===== src/rtl/alu_if.sv =====
// ALU bus: operands, command and enables toward the core; result and flags back.
interface alu_if #(
    parameter int WIDTH     = 8,
    parameter int CMD_WIDTH = 4
);
    logic [WIDTH-1:0]     opa;
    logic [WIDTH-1:0]     opb;
    logic                 ce;
    logic                 mode;
    logic                 cin;
    logic [1:0]           inp_valid;
    logic [CMD_WIDTH-1:0] cmd;
    logic [WIDTH:0]       res;
    logic                 cout;
    logic                 oflow;
    logic                 g;
    logic                 l;
    logic                 e;
    logic                 err;

    modport master (
        output opa, opb, ce, mode, cin, inp_valid, cmd,
        input  res, cout, oflow, g, l, e, err
    );

    modport slave (
        input  opa, opb, ce, mode, cin, inp_valid, cmd,
        output res, cout, oflow, g, l, e, err
    );
endinterface


===== src/rtl/alu_core.sv =====
// Registered arithmetic/logic unit, one-cycle latency, with operand-valid and
// illegal-command checking folded into a single err flag.
module alu_core #(
    parameter int WIDTH     = 8,
    parameter int CMD_WIDTH = 4
) (
    input logic  clk,
    input logic  rst,
    alu_if.slave alu
);
    localparam int SHW = $clog2(WIDTH);

    localparam logic [CMD_WIDTH-1:0] A_ADD     = CMD_WIDTH'(0);
    localparam logic [CMD_WIDTH-1:0] A_SUB     = CMD_WIDTH'(1);
    localparam logic [CMD_WIDTH-1:0] A_ADD_CIN = CMD_WIDTH'(2);
    localparam logic [CMD_WIDTH-1:0] A_SUB_CIN = CMD_WIDTH'(3);
    localparam logic [CMD_WIDTH-1:0] A_INC_A   = CMD_WIDTH'(4);
    localparam logic [CMD_WIDTH-1:0] A_DEC_A   = CMD_WIDTH'(5);
    localparam logic [CMD_WIDTH-1:0] A_INC_B   = CMD_WIDTH'(6);
    localparam logic [CMD_WIDTH-1:0] A_DEC_B   = CMD_WIDTH'(7);
    localparam logic [CMD_WIDTH-1:0] A_CMP     = CMD_WIDTH'(8);

    localparam logic [CMD_WIDTH-1:0] L_AND     = CMD_WIDTH'(0);
    localparam logic [CMD_WIDTH-1:0] L_NAND    = CMD_WIDTH'(1);
    localparam logic [CMD_WIDTH-1:0] L_OR      = CMD_WIDTH'(2);
    localparam logic [CMD_WIDTH-1:0] L_NOR     = CMD_WIDTH'(3);
    localparam logic [CMD_WIDTH-1:0] L_XOR     = CMD_WIDTH'(4);
    localparam logic [CMD_WIDTH-1:0] L_XNOR    = CMD_WIDTH'(5);
    localparam logic [CMD_WIDTH-1:0] L_NOT_A   = CMD_WIDTH'(6);
    localparam logic [CMD_WIDTH-1:0] L_NOT_B   = CMD_WIDTH'(7);
    localparam logic [CMD_WIDTH-1:0] L_SHR1_A  = CMD_WIDTH'(8);
    localparam logic [CMD_WIDTH-1:0] L_SHL1_A  = CMD_WIDTH'(9);
    localparam logic [CMD_WIDTH-1:0] L_SHR1_B  = CMD_WIDTH'(10);
    localparam logic [CMD_WIDTH-1:0] L_SHL1_B  = CMD_WIDTH'(11);
    localparam logic [CMD_WIDTH-1:0] L_ROL     = CMD_WIDTH'(12);
    localparam logic [CMD_WIDTH-1:0] L_ROR     = CMD_WIDTH'(13);

    localparam logic [WIDTH:0] ONE_X = (WIDTH+1)'(1);

    logic [WIDTH:0]     res_d, res_q;
    logic               cout_d, cout_q;
    logic               oflow_d, oflow_q;
    logic               g_d, g_q;
    logic               l_d, l_q;
    logic               e_d, e_q;
    logic               err_d, err_q;

    logic               need_a, need_b, legal, rot_bad;
    logic [WIDTH:0]     a_x, b_x, c_x, diff_x;
    logic [SHW-1:0]     amt;
    logic [2*WIDTH-1:0] dbl, rol_sh, ror_sh;

    assign a_x    = {1'b0, alu.opa};
    assign b_x    = {1'b0, alu.opb};
    assign c_x    = {{WIDTH{1'b0}}, alu.cin};
    assign diff_x = a_x - b_x - c_x;
    assign amt    = alu.opb[SHW-1:0];
    // Rotation via a doubled operand: the window slid by amt wraps naturally.
    assign dbl    = {alu.opa, alu.opa};
    assign rol_sh = dbl << amt;
    assign ror_sh = dbl >> amt;

    always_comb begin
        res_d   = '0;
        cout_d  = 1'b0;
        oflow_d = 1'b0;
        g_d     = 1'b0;
        l_d     = 1'b0;
        e_d     = 1'b0;
        need_a  = 1'b0;
        need_b  = 1'b0;
        legal   = 1'b1;
        rot_bad = 1'b0;
        if (alu.mode) begin
            unique case (alu.cmd)
                A_ADD:     begin need_a = 1'b1; need_b = 1'b1; res_d = a_x + b_x; cout_d = res_d[WIDTH]; end
                A_SUB:     begin need_a = 1'b1; need_b = 1'b1; res_d = {1'b0, alu.opa - alu.opb}; oflow_d = (alu.opa < alu.opb); end
                A_ADD_CIN: begin need_a = 1'b1; need_b = 1'b1; res_d = a_x + b_x + c_x; cout_d = res_d[WIDTH]; end
                A_SUB_CIN: begin need_a = 1'b1; need_b = 1'b1; res_d = {1'b0, diff_x[WIDTH-1:0]}; oflow_d = (a_x < (b_x + c_x)); end
                A_INC_A:   begin need_a = 1'b1; res_d = a_x + ONE_X; cout_d = res_d[WIDTH]; end
                A_DEC_A:   begin need_a = 1'b1; res_d = {1'b0, alu.opa - WIDTH'(1)}; oflow_d = (alu.opa == '0); end
                A_INC_B:   begin need_b = 1'b1; res_d = b_x + ONE_X; cout_d = res_d[WIDTH]; end
                A_DEC_B:   begin need_b = 1'b1; res_d = {1'b0, alu.opb - WIDTH'(1)}; oflow_d = (alu.opb == '0); end
                A_CMP: begin
                    need_a = 1'b1;
                    need_b = 1'b1;
                    g_d    = (alu.opa > alu.opb);
                    l_d    = (alu.opa < alu.opb);
                    e_d    = (alu.opa == alu.opb);
                end
                default: legal = 1'b0;
            endcase
        end else begin
            unique case (alu.cmd)
                L_AND:    begin need_a = 1'b1; need_b = 1'b1; res_d = {1'b0, alu.opa & alu.opb}; end
                L_NAND:   begin need_a = 1'b1; need_b = 1'b1; res_d = {1'b0, ~(alu.opa & alu.opb)}; end
                L_OR:     begin need_a = 1'b1; need_b = 1'b1; res_d = {1'b0, alu.opa | alu.opb}; end
                L_NOR:    begin need_a = 1'b1; need_b = 1'b1; res_d = {1'b0, ~(alu.opa | alu.opb)}; end
                L_XOR:    begin need_a = 1'b1; need_b = 1'b1; res_d = {1'b0, alu.opa ^ alu.opb}; end
                L_XNOR:   begin need_a = 1'b1; need_b = 1'b1; res_d = {1'b0, ~(alu.opa ^ alu.opb)}; end
                L_NOT_A:  begin need_a = 1'b1; res_d = {1'b0, ~alu.opa}; end
                L_NOT_B:  begin need_b = 1'b1; res_d = {1'b0, ~alu.opb}; end
                L_SHR1_A: begin need_a = 1'b1; res_d = {1'b0, alu.opa >> 1}; end
                L_SHL1_A: begin need_a = 1'b1; res_d = {1'b0, alu.opa << 1}; end
                L_SHR1_B: begin need_b = 1'b1; res_d = {1'b0, alu.opb >> 1}; end
                L_SHL1_B: begin need_b = 1'b1; res_d = {1'b0, alu.opb << 1}; end
                L_ROL: begin
                    need_a  = 1'b1;
                    need_b  = 1'b1;
                    rot_bad = ((alu.opb >> SHW) != '0);
                    res_d   = {1'b0, rol_sh[2*WIDTH-1 -: WIDTH]};
                end
                L_ROR: begin
                    need_a  = 1'b1;
                    need_b  = 1'b1;
                    rot_bad = ((alu.opb >> SHW) != '0);
                    res_d   = {1'b0, ror_sh[WIDTH-1:0]};
                end
                default: legal = 1'b0;
            endcase
        end

        // Every legal command needs at least one operand, so inp_valid=00 always lands here.
        err_d = !legal || rot_bad || (need_a && !alu.inp_valid[0]) || (need_b && !alu.inp_valid[1]);
        if (err_d) begin
            res_d   = '0;
            cout_d  = 1'b0;
            oflow_d = 1'b0;
            g_d     = 1'b0;
            l_d     = 1'b0;
            e_d     = 1'b0;
        end
    end

    always_ff @(posedge clk) begin
        if (rst) begin
            res_q   <= '0;
            cout_q  <= 1'b0;
            oflow_q <= 1'b0;
            g_q     <= 1'b0;
            l_q     <= 1'b0;
            e_q     <= 1'b0;
            err_q   <= 1'b0;
        end else if (alu.ce) begin
            res_q   <= res_d;
            cout_q  <= cout_d;
            oflow_q <= oflow_d;
            g_q     <= g_d;
            l_q     <= l_d;
            e_q     <= e_d;
            err_q   <= err_d;
        end
    end

    assign alu.res   = res_q;
    assign alu.cout  = cout_q;
    assign alu.oflow = oflow_q;
    assign alu.g     = g_q;
    assign alu.l     = l_q;
    assign alu.e     = e_q;
    assign alu.err   = err_q;
endmodule


===== src/flat_wrapper.sv =====
// flat-port wrapper written by rule: the top's interface ports become plain ports
module alu_core_flat 
#(
    parameter int WIDTH     = 8,
    parameter int CMD_WIDTH = 4
)
  (clk, rst, alu_opa, alu_opb, alu_ce, alu_mode, alu_cin, alu_inp_valid, alu_cmd, alu_res, alu_cout, alu_oflow, alu_g, alu_l, alu_e, alu_err);
  alu_if #(.WIDTH(WIDTH), .CMD_WIDTH(CMD_WIDTH)) alu_i ();
  input logic clk;
  input logic rst;
  input wire logic [$bits(alu_i.opa)-1:0] alu_opa;
  input wire logic [$bits(alu_i.opb)-1:0] alu_opb;
  input wire logic [$bits(alu_i.ce)-1:0] alu_ce;
  input wire logic [$bits(alu_i.mode)-1:0] alu_mode;
  input wire logic [$bits(alu_i.cin)-1:0] alu_cin;
  input wire logic [$bits(alu_i.inp_valid)-1:0] alu_inp_valid;
  input wire logic [$bits(alu_i.cmd)-1:0] alu_cmd;
  output wire logic [$bits(alu_i.res)-1:0] alu_res;
  output wire logic [$bits(alu_i.cout)-1:0] alu_cout;
  output wire logic [$bits(alu_i.oflow)-1:0] alu_oflow;
  output wire logic [$bits(alu_i.g)-1:0] alu_g;
  output wire logic [$bits(alu_i.l)-1:0] alu_l;
  output wire logic [$bits(alu_i.e)-1:0] alu_e;
  output wire logic [$bits(alu_i.err)-1:0] alu_err;
  assign alu_i.opa = alu_opa;
  assign alu_i.opb = alu_opb;
  assign alu_i.ce = alu_ce;
  assign alu_i.mode = alu_mode;
  assign alu_i.cin = alu_cin;
  assign alu_i.inp_valid = alu_inp_valid;
  assign alu_i.cmd = alu_cmd;
  assign alu_res = alu_i.res;
  assign alu_cout = alu_i.cout;
  assign alu_oflow = alu_i.oflow;
  assign alu_g = alu_i.g;
  assign alu_l = alu_i.l;
  assign alu_e = alu_i.e;
  assign alu_err = alu_i.err;
  alu_core #(.WIDTH(WIDTH), .CMD_WIDTH(CMD_WIDTH)) u_core (.clk(clk), .rst(rst), .alu(alu_i));
endmodule

===== config.mk =====
export PLATFORM = sky130hd
export DESIGN_NAME = alu_core_flat
export DESIGN_NICKNAME = d
export VERILOG_FILES = /design/src/rtl/alu_if.sv /design/src/rtl/alu_core.sv /design/src/flat_wrapper.sv
export SDC_FILE = /design/constraint.sdc
export NUM_CORES = 1
export LEC_CHECK = 0
export ABC_CLOCK_PERIOD_IN_PS = 4470
export BUFFER_PORTS_ARGS = -buffer_cell sky130_fd_sc_hd__buf_2
export CAP_MARGIN = 20
export CORE_MARGIN = 1.5
export CORE_UTILIZATION = 37
export DETAILED_ROUTE_END_ITERATION = 10
export SYNTH_ARGS = -nofsm -noshare
export SYNTH_HDL_FRONTEND = slang
export SYNTH_SLANG_ARGS = --single-unit

===== constraint.sdc =====
create_clock -name clk -period 4.47 [get_ports clk]
set_input_delay 0.6705 -clock clk [delete_from_list [all_inputs] [get_ports clk]]
set_output_delay 0.6705 -clock clk [all_outputs]
set_load 0.03 [all_outputs]

==> impl_summary.log <==
INFO  metric numCtsBuffers = 3
INFO  metric grt_overflow = 0
INFO  metric utilization = 41.1%
INFO  metric syn-num-nets = 738
INFO  metric leakage_power = 2.09 nW
INFO  metric post_cts_hold_buffer_count = 0
INFO  metric layout_worst_path_cycle_share = 75.7%
INFO  metric yosys_warnings = 0
INFO  metric cts_root_buffer = clkbuf_16
INFO  metric placed_area = 5150 µm²
INFO  metric timing.critical_path.from_type = input port
INFO  metric crit_arrival = 3.55 ns
INFO  metric final_nets = 750
INFO  metric vias_per_cell = 6.70
INFO  metric cts_max_level = 1
INFO  metric finalWeightedCongestion = 1.05
INFO  metric worst_skew_pair_latency = 0.24 ns
INFO  metric hp-class = flip-flop to flip-flop
INFO  metric synthTopCellsByCount = 54 x nor2_1, 52 x ha_1, 42 x nand2_1, 41 x xnor2_1, 39 x o21ai_0
INFO  metric critPathKind = input port to flip-flop
INFO  metric grt_pass1_wl = 32,400 µm
INFO  metric clock_tree_from_tritoncts = yes
INFO  metric cell_type_contributing_the_most_total_cell_area_after_synthesis = ha_1
INFO  metric power.density = 174 nW/µm²
INFO  metric number_of_antenna_violations_at_the_first_check_in_global_routing = 0
INFO  metric post_cts.repair.setup_buffers = 0
INFO  metric gr-usage-all-layers = 29.8%
INFO  metric cp_slowest_stage_delay = 0.47 ns
INFO  metric setup-tns-final = 0 ns
INFO  metric critical-path-top-delay-family = compound AO/OA/AOI/OAI gates
INFO  metric floorplan.die_area = 13,900 µm²
INFO  metric floorplan.initialDensity = 38.4%
INFO  metric clock_path_buffers = 2
INFO  metric boundaryPins = 42
INFO  metric outcome = completed
INFO  metric postSynthRegisterBits = 15
INFO  metric ant_nets = 0
INFO  metric cts-resized-gates = 0
INFO  metric critical_path_peak_fanout = 29
INFO  metric grt_max_degree = 43
INFO  metric slew_headroom = 35.1%
INFO  metric yosysMostFrequentCell = nor2_1
INFO  metric vdd_drop_max = 0.000171 V
INFO  metric drt_iter0_markers = 970
INFO  metric max_freq = 0.295 GHz
INFO  metric place.detailed.hpwl = 15,800 µm
INFO  metric cell_types_with_the_largest_area_share_after_synthesis = ha_1 13%, xnor2_1 7.4%, dfxtp_1 6.2%
INFO  metric detail_route.wirelength = 21,400 µm
INFO  metric path_clk_slew = 0.05 ns
INFO  metric post_synthesis_async_set_or_reset_flop_share = 0%
INFO  metric timing.clock.skew = 0 ns
INFO  metric core_region_area = 12,700 µm²
INFO  metric timing.final.max_slew_violations = 0
INFO  metric crit_path_end_kind = flip-flop
INFO  metric netlist_instances = 655
INFO  metric critical_path.cell_chain = buf_2 > buf_4 > ha_1 > fa_1 > a211oi_2 > o21a_1 > o211ai_1 > nor4_1 > nor2_1 > nand3b_1 > a32oi_1
INFO  metric syn_area_per_cell = 7.45 µm²
INFO  metric time_the_final_worst_path_needs_with_i_o_delays_and_setup = 3.39 ns
INFO  metric finalHoldViolations = 0
INFO  metric required = 4.64 ns
INFO  metric rsz_0062_raised_after_global_routing = false
INFO  metric drt_first_pass_iters = 7
INFO  metric sum_of_internal_switching_and_leakage_power = 0.909 mW
INFO  metric drc = 0
INFO  metric worstPathBufferInverterCount = 2
INFO  metric antenna_cells = 0
INFO  metric hold_ws = 0.468 ns
INFO  metric layout-drive-gt1-share = 14.4%
INFO  metric yosysTopAreaCellShare = 13.3%
INFO  metric final_area = 5240 µm²
INFO  metric drv.max_cap_violation_count = 0
INFO  metric buffer_ports.inserted = 41
INFO  metric yosysUniqueCellTypes = 84
INFO  metric postSynth.topFlopCell = dfxtp_1
INFO  metric setup-violations-final = 0
INFO  metric rows = 41
INFO  metric first_global_vias = 5,412
INFO  metric layout.filler_cells = 1,377
INFO  metric chipHeight = 118 µm
INFO  metric worst_slew_pin_slew = 0.971 ns
INFO  metric flow.area_growth_from_synthesis = 7.28%
INFO  metric synthesis.area = 4880 µm²
INFO  metric count_of_flip_flops_with_a_built_in_enable_after_synthesis = 0
INFO  metric critical-path-slowest-cell = fa_1
INFO  metric yosysSeqAreaShare = 6.15%
INFO  metric die_width = 118 µm
INFO  metric routed_wire_length_per_instance = 25.6 µm
INFO  metric cts_num_sinks = 15
INFO  metric num_vias = 5,612
through the flow:
| step | worst slack (ns) | std cells |
|---|---|---|
| finish | 1.08 | 838 |
| CTS | 1.19 | 838 |
| global route | 0.902 | 838 |
| global placement | 1.01 | 834 |
| detailed placement | 0.968 | 834 |
| floorplan | 1.25 | 655 |
placed cells by master (no fill, tap or decap), types with 6 or more instances in the layout:
| cell | n |
|---|---|
| o211ai_1 | 10 |
| nand3_1 | 35 |
| mux4_2 | 12 |
| inv_1 | 34 |
| a21oi_1 | 37 |
| o21ai_0 | 39 |
| nor3_1 | 15 |
| nand2b_1 | 7 |
| a211oi_1 | 6 |
| ha_1 | 52 |
| nor4_1 | 7 |
| nand2_1 | 42 |
| mux2i_1 | 25 |
| a221oi_1 | 9 |
| xnor2_1 | 41 |
| a22oi_1 | 7 |
| a32oi_1 | 9 |
| dfxtp_1 | 15 |
| nand4_1 | 6 |
| nor2b_1 | 8 |
| buf_2 | 41 |
| o22ai_1 | 17 |
| nor2_1 | 54 |
| buf_4 | 16 |
| xor2_1 | 6 |
where the power goes:
| group | switching (mW) | total [mW] | internal, mW |
|---|---|---|---|
| logic | 0.381 | 0.593 | 0.211 |
| registers | 0.00289 | 0.141 | 0.138 |
| clock network | 0.0562 | 0.176 | 0.120 |
metal layers:
| metal | GRT usage, % | vias up | part of all wire [%] |
|---|---|---|---|
| met5 | 0 | - | 0 |
| met3 | 8.04 | 74 | 12 |
| met4 | 9.30 | 0 | 3.8 |
| li1 | - | 2475 | - |
| met2 | 46.7 | 410 | 44 |
| met1 | 39.8 | 2653 | 40 |
sequential cells by signal, summed over array words and instances (netlist names):
name              cells
u_core.alu.cout       1
u_core.alu.res        9
u_core.alu.g          1
u_core.alu.oflow      1
u_core.alu.e          1
u_core.alu.err        1
u_core.alu.l          1
cell type report:
class                      instances  area [µm²]  area share (%)
clock buffer                       3        75.1            1.43
clock inverter                     1        5.00          0.0956
inverter                          37         139            2.65
multi-input combinational        553        4180            79.8
sequential                        15         300            5.74
tap                              172         215            4.11
timing repair buffer              57         325            6.21
cells by family after synthesis:
kind of cell / synth area share [%]
xor+xnor: 8.44
buf+inv: 8.28
fa+ha+maj: 15.6
simple gates: 21.7
flops: 6.15
mux: 11.8
compound gates: 28.0
path summary, 6_finish.rpt:
kind / startpoint / to / slack (ns) / cells past startpoint
max: alu_opb[0] / u_core.alu.res[7] / 1.08 / 11
min: u_core.alu.res[8] / u_core.alu.res[8] / 0.47 / 1
max reg2reg: u_core.alu.res[6] / u_core.alu.res[6] / 3.19 / 5
min reg2reg: u_core.alu.res[8] / u_core.alu.res[8] / 0.47 / 1
Note: power is estimated with default switching activity, not from simulation.
